===== config.mk =====
export PLATFORM = sky130hd
export DESIGN_NAME = ne16_input_buffer_ctrl_flat
export DESIGN_NICKNAME = d
export VERILOG_FILES = /design/src/rtl/ne16_input_buffer_ctrl_if.sv /design/src/rtl/ne16_input_buffer_ctrl.sv /design/src/flat_wrapper.sv
export SDC_FILE = /design/constraint.sdc
export NUM_CORES = 1
export LEC_CHECK = 0
export BUFFER_PORTS_ARGS = -buffer_cell sky130_fd_sc_hd__buf_2
export CAP_MARGIN = 10
export CORE_AREA = 2 2 212 214
export CTS_CLUSTER_DIAMETER = 30
export DETAILED_ROUTE_END_ITERATION = 7
export DIE_AREA = 0 0 214 216
export SYNTH_ARGS = -nofsm -noshare
export SYNTH_HDL_FRONTEND = slang
export SYNTH_SLANG_ARGS = --single-unit

===== constraint.sdc =====
create_clock -name clk_i -period 2 [get_ports clk_i]
set_input_delay 0.5 -clock clk_i [delete_from_list [all_inputs] [get_ports clk_i]]
set_output_delay 0.5 -clock clk_i [all_outputs]
set_load 0.005 [all_outputs]

===== src/rtl/ne16_input_buffer_ctrl_if.sv =====
// Stream and buffer-port bundle for the NE16 input buffer sequencer.
// master is the sequencer's view, slave is the surrounding datapath's view.
interface ne16_input_buffer_ctrl_if #(
  parameter int unsigned ADDR_WIDTH = 5,
  parameter int unsigned DATA_WIDTH = 128
);
  logic                  in_valid_i;
  logic [DATA_WIDTH-1:0] in_data_i;
  logic                  in_ready_o;
  logic                  buf_clear_o;
  logic                  buf_we_o;
  logic                  buf_we_all_o;
  logic [ADDR_WIDTH-1:0] buf_waddr_o;
  logic [DATA_WIDTH-1:0] buf_wdata_o;
  logic                  buf_re_o;
  logic [ADDR_WIDTH-1:0] buf_raddr_o;
  logic [DATA_WIDTH-1:0] buf_rdata_i;
  logic                  out_valid_o;
  logic [DATA_WIDTH-1:0] out_data_o;
  logic                  out_ready_i;

  modport master (
    input  in_valid_i, in_data_i, buf_rdata_i, out_ready_i,
    output in_ready_o, buf_clear_o, buf_we_o, buf_we_all_o, buf_waddr_o,
           buf_wdata_o, buf_re_o, buf_raddr_o, out_valid_o, out_data_o
  );

  modport slave (
    output in_valid_i, in_data_i, buf_rdata_i, out_ready_i,
    input  in_ready_o, buf_clear_o, buf_we_o, buf_we_all_o, buf_waddr_o,
           buf_wdata_o, buf_re_o, buf_raddr_o, out_valid_o, out_data_o
  );
endinterface


===== src/rtl/ne16_input_buffer_ctrl.sv =====
// NE16 input buffer sequencer: clear, fill (normal or broadcast), settle,
// then stream words out in address order with a one-entry output register.
module ne16_input_buffer_ctrl #(
  parameter int unsigned ADDR_WIDTH = 5,
  parameter int unsigned DATA_WIDTH = 128,
  parameter int unsigned NUM_WORDS  = 25
) (
  input  logic                  clk_i,
  input  logic                  rst_ni,
  input  logic                  clear_i,
  input  logic                  start_i,
  input  logic [ADDR_WIDTH-1:0] n_words_i,
  input  logic                  broadcast_i,
  output logic                  busy_o,
  output logic                  done_o,
  ne16_input_buffer_ctrl_if.master bus
);

  typedef enum logic [2:0] {
    ST_IDLE   = 3'd0,
    ST_CLEAR  = 3'd1,
    ST_LOAD   = 3'd2,
    ST_SETTLE = 3'd3,
    ST_READ   = 3'd4,
    ST_DONE   = 3'd5
  } state_e;

  localparam logic [ADDR_WIDTH:0]   NUM_WORDS_W = (ADDR_WIDTH+1)'(NUM_WORDS);
  localparam logic [ADDR_WIDTH-1:0] ONE_A       = ADDR_WIDTH'(1'b1);
  localparam logic [ADDR_WIDTH-1:0] ZERO_A      = ADDR_WIDTH'(1'b0);

  state_e                state_r, state_s;
  logic [ADDR_WIDTH-1:0] n_r, n_s, n_sat_s;
  logic [ADDR_WIDTH-1:0] wcnt_r, wcnt_s;
  logic [ADDR_WIDTH-1:0] rcnt_r, rcnt_s;
  logic                  bcast_r, bcast_s;
  logic                  settle_r, settle_s;
  logic                  out_valid_r, out_valid_s;
  logic                  in_ready_s, we_s, we_all_s, clear_s, re_s, done_s;

  // Saturate the requested word count to the physical buffer depth.
  always_comb begin
    if ({1'b0, n_words_i} > NUM_WORDS_W) begin
      n_sat_s = NUM_WORDS_W[ADDR_WIDTH-1:0];
    end else begin
      n_sat_s = n_words_i;
    end
  end

  // Next-state and output decode; clear_i overrides every state.
  always_comb begin
    state_s     = state_r;
    n_s         = n_r;
    bcast_s     = bcast_r;
    wcnt_s      = wcnt_r;
    rcnt_s      = rcnt_r;
    settle_s    = settle_r;
    out_valid_s = out_valid_r;
    in_ready_s  = 1'b0;
    we_s        = 1'b0;
    we_all_s    = 1'b0;
    clear_s     = 1'b0;
    re_s        = 1'b0;
    done_s      = 1'b0;
    if (clear_i) begin
      clear_s     = 1'b1;
      state_s     = ST_IDLE;
      wcnt_s      = ZERO_A;
      rcnt_s      = ZERO_A;
      settle_s    = 1'b0;
      out_valid_s = 1'b0;
    end else begin
      case (state_r)
        ST_IDLE: begin
          if (start_i) begin
            state_s = ST_CLEAR;
            n_s     = n_sat_s;
            bcast_s = broadcast_i;
            wcnt_s  = ZERO_A;
            rcnt_s  = ZERO_A;
          end else begin
            state_s = ST_IDLE;
          end
        end
        ST_CLEAR: begin
          clear_s = 1'b1;
          if (n_r == ZERO_A) begin
            state_s = ST_DONE;
          end else begin
            state_s = ST_LOAD;
          end
        end
        ST_LOAD: begin
          in_ready_s = 1'b1;
          if (bus.in_valid_i) begin
            we_s = 1'b1;
            if (bcast_r) begin
              we_all_s = 1'b1;
              state_s  = ST_SETTLE;
            end else begin
              wcnt_s = wcnt_r + ONE_A;
              if (wcnt_r == (n_r - ONE_A)) begin
                state_s = ST_SETTLE;
              end else begin
                state_s = ST_LOAD;
              end
            end
          end else begin
            state_s = ST_LOAD;
          end
        end
        ST_SETTLE: begin
          settle_s = ~settle_r;
          if (settle_r) begin
            state_s = ST_READ;
          end else begin
            state_s = ST_SETTLE;
          end
        end
        ST_READ: begin
          // Issue a read whenever the output register is empty or draining.
          if ((!out_valid_r || bus.out_ready_i) && (rcnt_r < n_r)) begin
            re_s        = 1'b1;
            rcnt_s      = rcnt_r + ONE_A;
            out_valid_s = 1'b1;
          end else if (bus.out_ready_i) begin
            out_valid_s = 1'b0;
          end else begin
            out_valid_s = out_valid_r;
          end
          if ((rcnt_r == n_r) && out_valid_r && bus.out_ready_i) begin
            state_s = ST_DONE;
          end else begin
            state_s = ST_READ;
          end
        end
        ST_DONE: begin
          done_s  = 1'b1;
          state_s = ST_IDLE;
        end
        default: begin
          state_s = ST_IDLE;
        end
      endcase
    end
  end

  // State, counter and output-valid registers.
  always_ff @(posedge clk_i or negedge rst_ni) begin
    if (!rst_ni) begin
      state_r     <= ST_IDLE;
      n_r         <= ZERO_A;
      bcast_r     <= 1'b0;
      wcnt_r      <= ZERO_A;
      rcnt_r      <= ZERO_A;
      settle_r    <= 1'b0;
      out_valid_r <= 1'b0;
    end else begin
      state_r     <= state_s;
      n_r         <= n_s;
      bcast_r     <= bcast_s;
      wcnt_r      <= wcnt_s;
      rcnt_r      <= rcnt_s;
      settle_r    <= settle_s;
      out_valid_r <= out_valid_s;
    end
  end

  assign bus.in_ready_o   = in_ready_s;
  assign bus.buf_clear_o  = clear_s;
  assign bus.buf_we_o     = we_s;
  assign bus.buf_we_all_o = we_all_s;
  assign bus.buf_waddr_o  = wcnt_r;
  assign bus.buf_wdata_o  = bus.in_data_i;
  assign bus.buf_re_o     = re_s;
  assign bus.buf_raddr_o  = rcnt_r;
  assign bus.out_valid_o  = out_valid_r;
  assign bus.out_data_o   = bus.buf_rdata_i;
  assign busy_o           = (state_r != ST_IDLE);
  assign done_o           = done_s;

endmodule


===== src/flat_wrapper.sv =====
// flat-port wrapper written by rule: the top's interface ports become plain ports
module ne16_input_buffer_ctrl_flat 
#(
  parameter int unsigned ADDR_WIDTH = 5,
  parameter int unsigned DATA_WIDTH = 128,
  parameter int unsigned NUM_WORDS  = 25
)
  (clk_i, rst_ni, clear_i, start_i, n_words_i, broadcast_i, busy_o, done_o, bus_in_valid_i, bus_in_data_i, bus_buf_rdata_i, bus_out_ready_i, bus_in_ready_o, bus_buf_clear_o, bus_buf_we_o, bus_buf_we_all_o, bus_buf_waddr_o, bus_buf_wdata_o, bus_buf_re_o, bus_buf_raddr_o, bus_out_valid_o, bus_out_data_o);
  ne16_input_buffer_ctrl_if #(.ADDR_WIDTH(ADDR_WIDTH), .DATA_WIDTH(DATA_WIDTH)) bus_i ();
  input  logic clk_i;
  input  logic rst_ni;
  input  logic clear_i;
  input  logic start_i;
  input  logic [ADDR_WIDTH-1:0] n_words_i;
  input  logic broadcast_i;
  output logic busy_o;
  output logic done_o;
  input wire logic [$bits(bus_i.in_valid_i)-1:0] bus_in_valid_i;
  input wire logic [$bits(bus_i.in_data_i)-1:0] bus_in_data_i;
  input wire logic [$bits(bus_i.buf_rdata_i)-1:0] bus_buf_rdata_i;
  input wire logic [$bits(bus_i.out_ready_i)-1:0] bus_out_ready_i;
  output wire logic [$bits(bus_i.in_ready_o)-1:0] bus_in_ready_o;
  output wire logic [$bits(bus_i.buf_clear_o)-1:0] bus_buf_clear_o;
  output wire logic [$bits(bus_i.buf_we_o)-1:0] bus_buf_we_o;
  output wire logic [$bits(bus_i.buf_we_all_o)-1:0] bus_buf_we_all_o;
  output wire logic [$bits(bus_i.buf_waddr_o)-1:0] bus_buf_waddr_o;
  output wire logic [$bits(bus_i.buf_wdata_o)-1:0] bus_buf_wdata_o;
  output wire logic [$bits(bus_i.buf_re_o)-1:0] bus_buf_re_o;
  output wire logic [$bits(bus_i.buf_raddr_o)-1:0] bus_buf_raddr_o;
  output wire logic [$bits(bus_i.out_valid_o)-1:0] bus_out_valid_o;
  output wire logic [$bits(bus_i.out_data_o)-1:0] bus_out_data_o;
  assign bus_i.in_valid_i = bus_in_valid_i;
  assign bus_i.in_data_i = bus_in_data_i;
  assign bus_i.buf_rdata_i = bus_buf_rdata_i;
  assign bus_i.out_ready_i = bus_out_ready_i;
  assign bus_in_ready_o = bus_i.in_ready_o;
  assign bus_buf_clear_o = bus_i.buf_clear_o;
  assign bus_buf_we_o = bus_i.buf_we_o;
  assign bus_buf_we_all_o = bus_i.buf_we_all_o;
  assign bus_buf_waddr_o = bus_i.buf_waddr_o;
  assign bus_buf_wdata_o = bus_i.buf_wdata_o;
  assign bus_buf_re_o = bus_i.buf_re_o;
  assign bus_buf_raddr_o = bus_i.buf_raddr_o;
  assign bus_out_valid_o = bus_i.out_valid_o;
  assign bus_out_data_o = bus_i.out_data_o;
  ne16_input_buffer_ctrl #(.ADDR_WIDTH(ADDR_WIDTH), .DATA_WIDTH(DATA_WIDTH), .NUM_WORDS(NUM_WORDS)) u_core (.clk_i(clk_i), .rst_ni(rst_ni), .clear_i(clear_i), .start_i(start_i), .n_words_i(n_words_i), .broadcast_i(broadcast_i), .busy_o(busy_o), .done_o(done_o), .bus(bus_i));
endmodule

==> results of run 1 <==
[worst max path at each step]
stage,from,to,slack (ns)
floorplan,u_core.n_r[2],bus_buf_re_o,0.02
global route,u_core.bus.buf_raddr_o[4],bus_buf_re_o,-0.23
finish,u_core.bus.buf_raddr_o[2],bus_buf_re_o,-0.15
CTS,u_core.bus.buf_raddr_o[4],bus_buf_re_o,-0.14
detailed placement,u_core.n_r[1],bus_buf_re_o,0.04
global placement,u_core.n_r[1],bus_buf_re_o,0.09
[cell type report]
| type | instances | area share, % |
|---|---|---|
| inverter | 10 | 1.401 |
| timing repair buffer | 55 | 13.21 |
| multi-input combinational | 127 | 34.92 |
| clock inverter | 1 | 0.1867 |
| antenna | 1 | 0.09337 |
| clock buffer | 3 | 2.801 |
| tap | 592 | 27.64 |
| sequential | 21 | 19.75 |
[stage by stage]
| stage | total power (W) | area (um2) | hold slack, ns | utilization [%] |
|---|---|---|---|---|
| after floorplan | 0.001243 | 3393 | 0.2044 | - |
| after global routing | 0.001644 | 2678 | 0.2563 | 6.108 |
| final | 0.001545 | 2680 | 0.2127 | 6.114 |
| after CTS | 0.001523 | 2629 | 0.2368 | 5.997 |
| after detailed placement | 0.001015 | 2439 | 0.5118 | 5.563 |
| after global placement | 0.001006 | 2439 | 0.4956 | 5.563 |
[routing by layer]
metal / global-route usage (%) / vias up
met2: 8.972 / 265
met5: 0 / -
met3: 5.314 / 121
met4: 3.636 / 0
li1: - / 708
met1: 3.056 / 793
[where the power goes]
group / internal, W / switching [W]
logic: 0.000277 / 0.000308
clock network: 0.000269 / 0.000164
registers: 0.000475 / 0.0000532
total: 0.00102 / 0.000525
[sequential cells by signal, indices dropped and copies added (netlist names)]
name,flops
u_core.bus.buf_waddr_o,5
u_core.n_r,5
u_core.settle_r,1
u_core.state_r,3
u_core.bus.buf_raddr_o,5
u_core.bus.out_valid_o,1
u_core.bcast_r,1
[kinds of logic (layout without fill, tap and decap cells)]
family	count (synthesis)	count (layout)	synth area share [%]
AND/OR/NAND/NOR	75	75	12.98
multiplexers	5	5	1.622
other	0	1	0
AO/OA/AOI/OAI	31	31	6.232
buffers and inverters	272	69	58.67
flip-flops	21	21	15.49
adder cells (fa/ha/maj)	8	8	2.950
XOR/XNOR	8	8	2.065
[repair_timing]
action,in CTS,in global routing
pin swaps,7,8
buffers inserted,7,6
resized for setup,12,7
setup endpoints to repair,2,6
[placed cells by master (no fill, tap or decap), types with 4 or more instances in the layout]
cell type	n
dfrtp_1	18
a21oi_1	5
ha_1	5
o21ai_1	7
nand2b_1	6
inv_1	6
inv_2	4
buf_2	28
xor2_1	6
nor2_1	12
nor3_1	4
nand2_1	17
buf_4	24
nand3_1	7
[worst max-delay path, cell delays in order (launching register included)]
cell and delay, ns:
dfrtp_1 0.41, ha_4 0.28, nand4_1 0.11, o22a_1 0.24, and4b_1 0.22, buf_6 0.13
==> flow_summary_export.csv, run 1 <==
group,metric,value,unit
timing,finalSetupViolCount,1,
routing,drt-vias-per-instance,2.330,
clock_tree,clockBufferDepth,2,
timing,slew_headroom,65.60,%
synthesis,synth_cell_types,52,
cells_and_area,drive_gt1_share,36.41,%
routing,ant_nets,0,
cells_and_area,nets,494,
pwr,cellLeakagePower,0.9399,nW
clock_tree,cts_max_level,1,
floorplanning,start_util,7.741,%
pwr,peakVddDrop,0.2531,mV
cells_and_area,multi_input_comb_area,935.9,um2
synthesis,ys_seq_area_share,15.49,%
floorplanning,pin_count,542,
synthesis,syn_area,0.003393,mm2
synthesis,syn_inst,420,
routing,wl_met1,2.785,mm
run_status,status,"finished with violations",
synthesis,async_flop_share,100.0,%
placement,dpl_worst_slack,0.04376,ns
routing,drcViolationCount,0,
synthesis,synth_fp_nets,696,
clock_tree,path_clk_slew,0.06,ns
cells_and_area,syn2layout_area_growth,-21.02,%
critical_path,cp_data_arrival_time,1.65,ns
cells_and_area,fill_cells,5155,
floorplanning,core_area,0.04384,mm2
synthesis,yosysMostFrequentCell,"buf_4",
clock_tree,ctsHoldBuffers,0,
critical_path,r2r-end,"u_core.state_r[0]",
synthesis,synth-main-ff-cell,"dfrtp_1",
synthesis,synth_area_leaders,"buf_4, dfrtp_1, ha_1",
clock_tree,root_buffer,"clkbuf_16",
routing,drt-initial-drc-count,88,
critical_path,r2r_start,"u_core.bus.buf_raddr_o[2]",
synthesis,ys_seq_elements,21,
clock_tree,cts_made_buffers,3,
placement,port_buffers,29,
cells_and_area,final_cells,810,
critical_path,path_class,"flop to primary output",
synthesis,synthTopCellsByCount,"buf_4, dfrtp_1, nand2_1",
global_routing,grt_pass1_vias,1984,
synthesis,synth.largest_area_cell,"buf_4",
synthesis,syn_area_per_cell,8.079,um2
clock_tree,cts_tree,"yes",
critical_path,worst-path-max-fanout,2,
routing,maxUsedRoutingLayer,"met4",
timing,fin_ws,-0.1522,ns
pwr,power.density,576.6,mW/mm2
placement,hpwl,10.89,mm
timing,fmax,464.6,MHz
global_routing,grt-ovfl-total,0,
timing,min_period,2.152,ns
synthesis,synth_top_area_share,56.86,%
routing,wl_per_cell,15.88,um
timing,rsz0062_at_grt,"true",
cells_and_area,seqCellArea,529.3,um2
timing,worst_pin_slew,0.5141,ns
critical_path,worst_setup_path_end_kind,"primary output",
global_routing,grt_usage,5.165,%
timing,fin_setup_tns,-0.1522,ns
critical_path,start_kind,"flop",
floorplanning,rows,77,
routing,vias,1887,
routing,first_pass_iters,4,
timing,post-route-period-util,107.6,%
global_routing,antenna_found_initial,2,
timing,fin_skew,0.003300,ns
critical_path,r2r_slack,0.07,ns
routing,dr_wl_met2,6.254,mm
timing,hold_viol_final,0,
worst_hold_path,hp-class,"input port to async pin",
critical_path,rr_worst_depth,7,
placement,gp_congestion,0.7282,
global_routing,grt_max_degree,22,
clock_tree,clkSinkCount,21,
floorplanning,die_x,214,um
global_routing,grt_pass1_wl,16.27,mm
floorplanning,dieArea,0.04622,mm2
flow_run,cap_viol_max_count,0,
routing,wl_met3,2.918,mm
run_status,violations,"negative setup slack",
timing,slew_violations,0,
synthesis,yosys_warnings,0,
placement,place_inst,794,
floorplanning,die_h,216,um
critical_path,required,1.50,ns
clock_tree,clock_latency,0.25,ns
synthesis,synth-edff-count,0,
routing,totalWireLength,12.86,mm
(Power assumes the default switching activity.)
==> run 2, diff against run 1 <==
- CELL_PAD_IN_SITES_DETAIL_PLACEMENT: unset -> 0
- CELL_PAD_IN_SITES_GLOBAL_PLACEMENT: unset -> 1
- PLACE_DENSITY_LB_ADDON: unset -> 0.1
==> flow_summary_export.csv, run 2 (synthesis results as in run 1) <==
group,metric,value,unit
run_status,status,"finished with violations",
run_status,violations,"negative setup slack",
floorplanning,pin_count,542,
global_routing,grt_usage,4.804,%
timing,worst_pin_slew,0.6899,ns
pwr,peakVddDrop,0.2939,mV
clock_tree,root_buffer,"clkbuf_16",
placement,port_buffers,29,
global_routing,grt-ovfl-total,0,
floorplanning,core_area,0.04384,mm2
cells_and_area,drive_gt1_share,38.33,%
floorplanning,die_x,214,um
routing,drcViolationCount,0,
routing,wl_met3,1.518,mm
routing,totalWireLength,11.55,mm
flow_run,cap_viol_max_count,0,
critical_path,required,1.50,ns
routing,wl_per_cell,14.10,um
clock_tree,path_clk_slew,0.07,ns
clock_tree,clockBufferDepth,2,
placement,gp_congestion,0.6288,
routing,vias,1810,
timing,slew_headroom,54.01,%
cells_and_area,fill_cells,5149,
critical_path,start_kind,"flop",
routing,dr_wl_met2,5.377,mm
timing,fmax,448.8,MHz
cells_and_area,layout_commonest_cell,"buf_4",
clock_tree,cts_made_buffers,3,
cells_and_area,nets,504,
timing,fin_ws,-0.2280,ns
timing,min_period,2.228,ns
pwr,cellLeakagePower,0.9997,nW
pwr,power.density,599.1,mW/mm2
pwr,power,0.001664,W
cells_and_area,n_antenna_cell,0,
timing,finalSetupViolCount,1,
floorplanning,rows,77,
routing,first_pass_iters,4,
routing,drt-vias-per-instance,2.210,
critical_path,worst_setup_path_end_kind,"primary output",
global_routing,antenna_found_initial,0,
timing,hold_viol_final,0,
global_routing,grt_pass1_vias,2034,
clock_tree,ctsHoldBuffers,0,
clock_tree,cts_max_level,1,
clock_tree,cts_tree,"yes",
routing,drt-initial-drc-count,79,
cells_and_area,syn2layout_area_growth,-18.14,%
timing,rsz0062_at_grt,"true",
routing,wl_met1,4.000,mm
timing,slew_violations,0,
critical_path,path_class,"flop to primary output",
global_routing,grt_pass1_wl,15.81,mm
routing,ant_nets,0,
placement,hpwl,9.642,mm
critical_path,worst-path-max-fanout,2,
global_routing,grt_max_degree,22,
timing,fin_skew,0.005692,ns
clock_tree,clock_latency,0.27,ns
floorplanning,start_util,7.741,%
placement,dpl_worst_slack,-0.009159,ns
worst_hold_path,hp-class,"input port to async pin",
floorplanning,die_h,216,um
floorplanning,dieArea,0.04622,mm2
critical_path,cp_data_arrival_time,1.73,ns
clock_tree,clkSinkCount,21,
routing,maxUsedRoutingLayer,"met5",
timing,post-route-period-util,111.4,%
cells_and_area,final_cell_mix,"buf_4, buf_2, dfrtp_1, nand2_1, nor2_1",
[run 2: final cells by class]
type	count	area (um2)	share of cell area, %
inverter	10	37.54	1.351
tap	592	740.7	26.67
multi-input combinational	127	942.2	33.92
sequential	21	526.8	18.96
clock inverter	1	5.005	0.1802
clock buffer	3	75.07	2.703
timing repair buffer	65	450.4	16.22
[run 2: path summary, 6_finish.rpt]
kind	startpoint	end	slack, ns	cells after the start
worst max-delay path	u_core.bus.buf_raddr_o[3]	bus_buf_re_o	-0.23	5
worst min-delay path	rst_ni	u_core.bus.buf_waddr_o[4]	0.26	1
worst max register to register	u_core.bus.buf_raddr_o[3]	u_core.bus.buf_raddr_o[3]	0.18	6
worst min register to register	u_core.bcast_r	u_core.bcast_r	0.58	1
max in group asynchronous	rst_ni	u_core.state_r[2]	1.26	1
min in group clk_i	broadcast_i	u_core.bcast_r	0.44	2
[run 2: routing by layer]
layer	vias to the layer above	global-route usage, %
met5	-	1.458
met4	4	2.937
met3	73	3.002
met2	167	7.478
met1	839	4.744
li1	727	-
[run 2: stage by stage]
step                 TNS (ns)  area, um2  utilization, %  cells  hold WS [ns]
floorplan                   0       3393               -    420        0.2044
finish                -0.2280       2778           6.337    819        0.2630
detailed placement  -0.009159       2549           5.814    807        0.5082
global route          -0.3937       2778           6.337    819        0.3209
CTS                   -0.2632       2738           6.245    817        0.3035
global placement            0       2549           5.814    807        0.5033
[run 2: where the power goes]
| part | leakage (nW) | internal, W | switching, W |
|---|---|---|---|
| registers | 0.277 | 0.000472 | 0.0000479 |
| clock network | 0.0409 | 0.000272 | 0.000226 |
| logic | 0.682 | 0.000301 | 0.000346 |
[run 2: repair_timing]
action                                  CTS  global route
buffers inserted                          6             3
endpoints found under the setup margin    6             4
pin swaps                                 7             2
gates resized for setup                  14             4
[run 2: critical path, stage by stage, from the launching register on]
cell and delay, ns:
dfrtp_1 0.41, ha_4 0.29, nand4_1 0.13, o22a_1 0.24
and4b_2 0.27, buf_6 0.12
==> run 3, diff against run 2 <==
- ABC_AREA: unset -> 1
- CORE_AREA: 2 2 212 214 -> 2 2 210 212
- DIE_AREA: 0 0 214 216 -> 0 0 212 214
==> flow_summary_export.csv, run 3 <==
group,metric,value,unit
routing,wl_per_cell,13.13,um
cells_and_area,layout_commonest_cell,"nand2_1",
routing,vias,1799,
flow_run,cap_viol_max_count,0,
cells_and_area,n_antenna_cell,0,
synthesis,synth_cell_types,24,
routing,wl_met1,3.953,mm
synthesis,synth_top_area_share,57.70,%
global_routing,antenna_found_initial,1,
synthesis,synth.largest_area_cell,"buf_4",
placement,hpwl,9.269,mm
timing,rsz0062_at_grt,"true",
placement,place_inst,833,
synthesis,yosys_warnings,0,
synthesis,synth-main-ff-cell,"dfrtp_1",
cells_and_area,syn2layout_area_growth,-20.25,%
synthesis,synth-edff-count,0,
worst_hold_path,hp-class,"input port to async pin",
timing,post-route-period-util,108.2,%
synthesis,yosysMostFrequentCell,"buf_4",
cells_and_area,utilization,6.194,%
synthesis,syn_area,0.003331,mm2
global_routing,grt-ovfl-total,0,
pwr,power.density,798.7,mW/mm2
critical_path,slowest_delay,0.39,ns
critical_path,rr_worst_depth,10,
synthesis,synthTopCellsByCount,"buf_4, nand2_1, inv_1",
clock_tree,cts_made_buffers,3,
timing,hold_viol_final,0,
floorplanning,die_h,214,um
critical_path,cp_data_arrival_time,1.66,ns
critical_path,path_class,"flop to primary output",
synthesis,synth_fp_nets,730,
floorplanning,rows,76,
synthesis,ys_seq_area_share,15.78,%
synthesis,async_flop_share,100.0,%
timing,fin_skew,0.001544,ns
timing,fin_ws,-0.1646,ns
cells_and_area,final_cell_mix,"nand2_1, buf_4, buf_2, inv_1, dfrtp_1",
timing,fin_setup_tns,-0.1646,ns
floorplanning,core_area,0.04289,mm2
synthesis,syn_area_per_cell,7.336,um2
run_status,violations,"negative setup slack",
clock_tree,cts_max_level,1,
critical_path,r2r_slack,0.21,ns
clock_tree,ctsHoldBuffers,0,
floorplanning,pin_count,542,
critical_path,worst-path-max-fanout,3,
routing,drcViolationCount,0,
pwr,cellLeakagePower,1.033,nW
global_routing,grt_usage,4.705,%
critical_path,start_kind,"flop",
timing,finalSetupViolCount,1,
timing,slew_headroom,58.84,%
critical_path,required,1.50,ns
timing,slew_violations,0,
cells_and_area,postLayoutCellArea,0.002656,mm2
clock_tree,cts_tree,"yes",
floorplanning,dieArea,0.04537,mm2
routing,maxUsedRoutingLayer,"met5",
floorplanning,die_x,212,um
critical_path,r2r_start,"u_core.bus.buf_raddr_o[1]",
routing,dr_wl_met2,4.954,mm
critical_path,worst_setup_path_end_kind,"primary output",
global_routing,grt_pass1_wl,15.24,mm
placement,dpl_worst_slack,0.01891,ns
run_status,status,"finished with violations",
placement,gp_congestion,0.6076,
clock_tree,root_buffer,"clkbuf_16",
critical_path,cpMaxStageDelayCell,"dfrtp_1",
cells_and_area,nets,535,
routing,first_pass_iters,4,
clock_tree,path_clk_slew,0.07,ns
timing,fmax,462.0,MHz
cells_and_area,drive_gt1_share,35.66,%
synthesis,syn_inst,454,
clock_tree,clock_latency,0.27,ns
timing,min_period,2.165,ns
global_routing,grt_pass1_vias,2106,
routing,totalWireLength,11.07,mm
critical_path,crit_chain,"ha_1 -> nand2_2 -> nor2_2 -> nand2_1 -> nand4_1 -> or2_4 -> clkinv_4 -> buf_6",
cells_and_area,final_cells,843,
routing,drt-initial-drc-count,56,
placement,port_buffers,29,
timing,worst_pin_slew,0.6174,ns
clock_tree,clockBufferDepth,2,
pwr,peakVddDrop,0.2670,mV
synthesis,synth_area_leaders,"buf_4, dfrtp_1, nand2_1",
floorplanning,start_util,7.766,%
placement,placed_area,0.002440,mm2
routing,drt-vias-per-instance,2.134,
critical_path,path_buf_inv,2,
routing,wl_met3,1.380,mm
critical_path,crit_family,"simple AND/OR/NAND/NOR gates",
synthesis,ys_seq_elements,21,
clock_tree,clkSinkCount,21,
global_routing,grt_max_degree,22,
critical_path,r2r-end,"u_core.bus.buf_raddr_o[2]",
routing,ant_nets,0,
-- run 3: logic make-up (layout without fill, tap and decap cells) --
| kind of cell | after synthesis | count (layout) | share of synthesized area, % |
|---|---|---|---|
| buffers and inverters | 288 | 92 | 61.68 |
| AND/OR/NAND/NOR | 104 | 104 | 13.90 |
| AO/OA/AOI/OAI | 29 | 29 | 4.583 |
| flip-flops | 21 | 21 | 15.78 |
| adder cells (fa/ha/maj) | 8 | 8 | 3.005 |
| XOR/XNOR | 4 | 4 | 1.052 |
-- run 3: per-stage QoR --
step	power (W)	hold WS [ns]
2_1_floorplan	0.001485	0.2044
6_report	0.002122	0.2391
3_3_place_gp	0.001571	0.5606
4_1_cts	0.002139	0.2847
5_1_grt	0.002356	0.2963
3_5_place_dp	0.001545	0.5535
-- run 3: worst max-delay path by stage --
stage                              startpoint           end  slack, ns  cells past startpoint
detailed placement              u_core.n_r[2]  bus_buf_re_o       0.02                      9
CTS                             u_core.n_r[2]  bus_buf_re_o      -0.25                      9
global route                    u_core.n_r[3]  bus_buf_re_o      -0.27                      9
finish              u_core.bus.buf_raddr_o[1]  bus_buf_re_o      -0.16                      8
global placement                u_core.n_r[2]  bus_buf_re_o       0.05                      9
floorplan           u_core.bus.buf_raddr_o[2]  bus_buf_re_o       0.16                      7
-- run 3: power by group --
| part | switching [W] | total, W | internal [W] | leakage (nW) |
|---|---|---|---|---|
| combinational | 0.000596 | 0.00107 | 0.000478 | 0.714 |
| clock | 0.000201 | 0.000475 | 0.000274 | 0.0382 |
| sequential | 0.0000681 | 0.000574 | 0.000505 | 0.281 |
-- run 3: layer usage --
layer | up-vias | track usage, %
met5 | - | 0.1078
met4 | 2 | 3.803
met3 | 97 | 2.375
met2 | 154 | 7.290
met1 | 784 | 4.737
li1 | 762 | -
-- run 3: cell type report --
type | count | area [um2]
clock buffers | 4 | 78.83
well taps | 585 | 732.0
fillers | 5083 | 40230
repair buffers | 58 | 369.1
multi-input cells | 145 | 832.0
flip-flops and latches | 21 | 526.8
inverters | 30 | 117.6
-- run 3: repair_timing --
action | in CTS | in global routing
buffers inserted | 4 | 2
gates resized for setup | 11 | 12
endpoints found under the setup margin | 2 | 6
pin swaps | 7 | 5
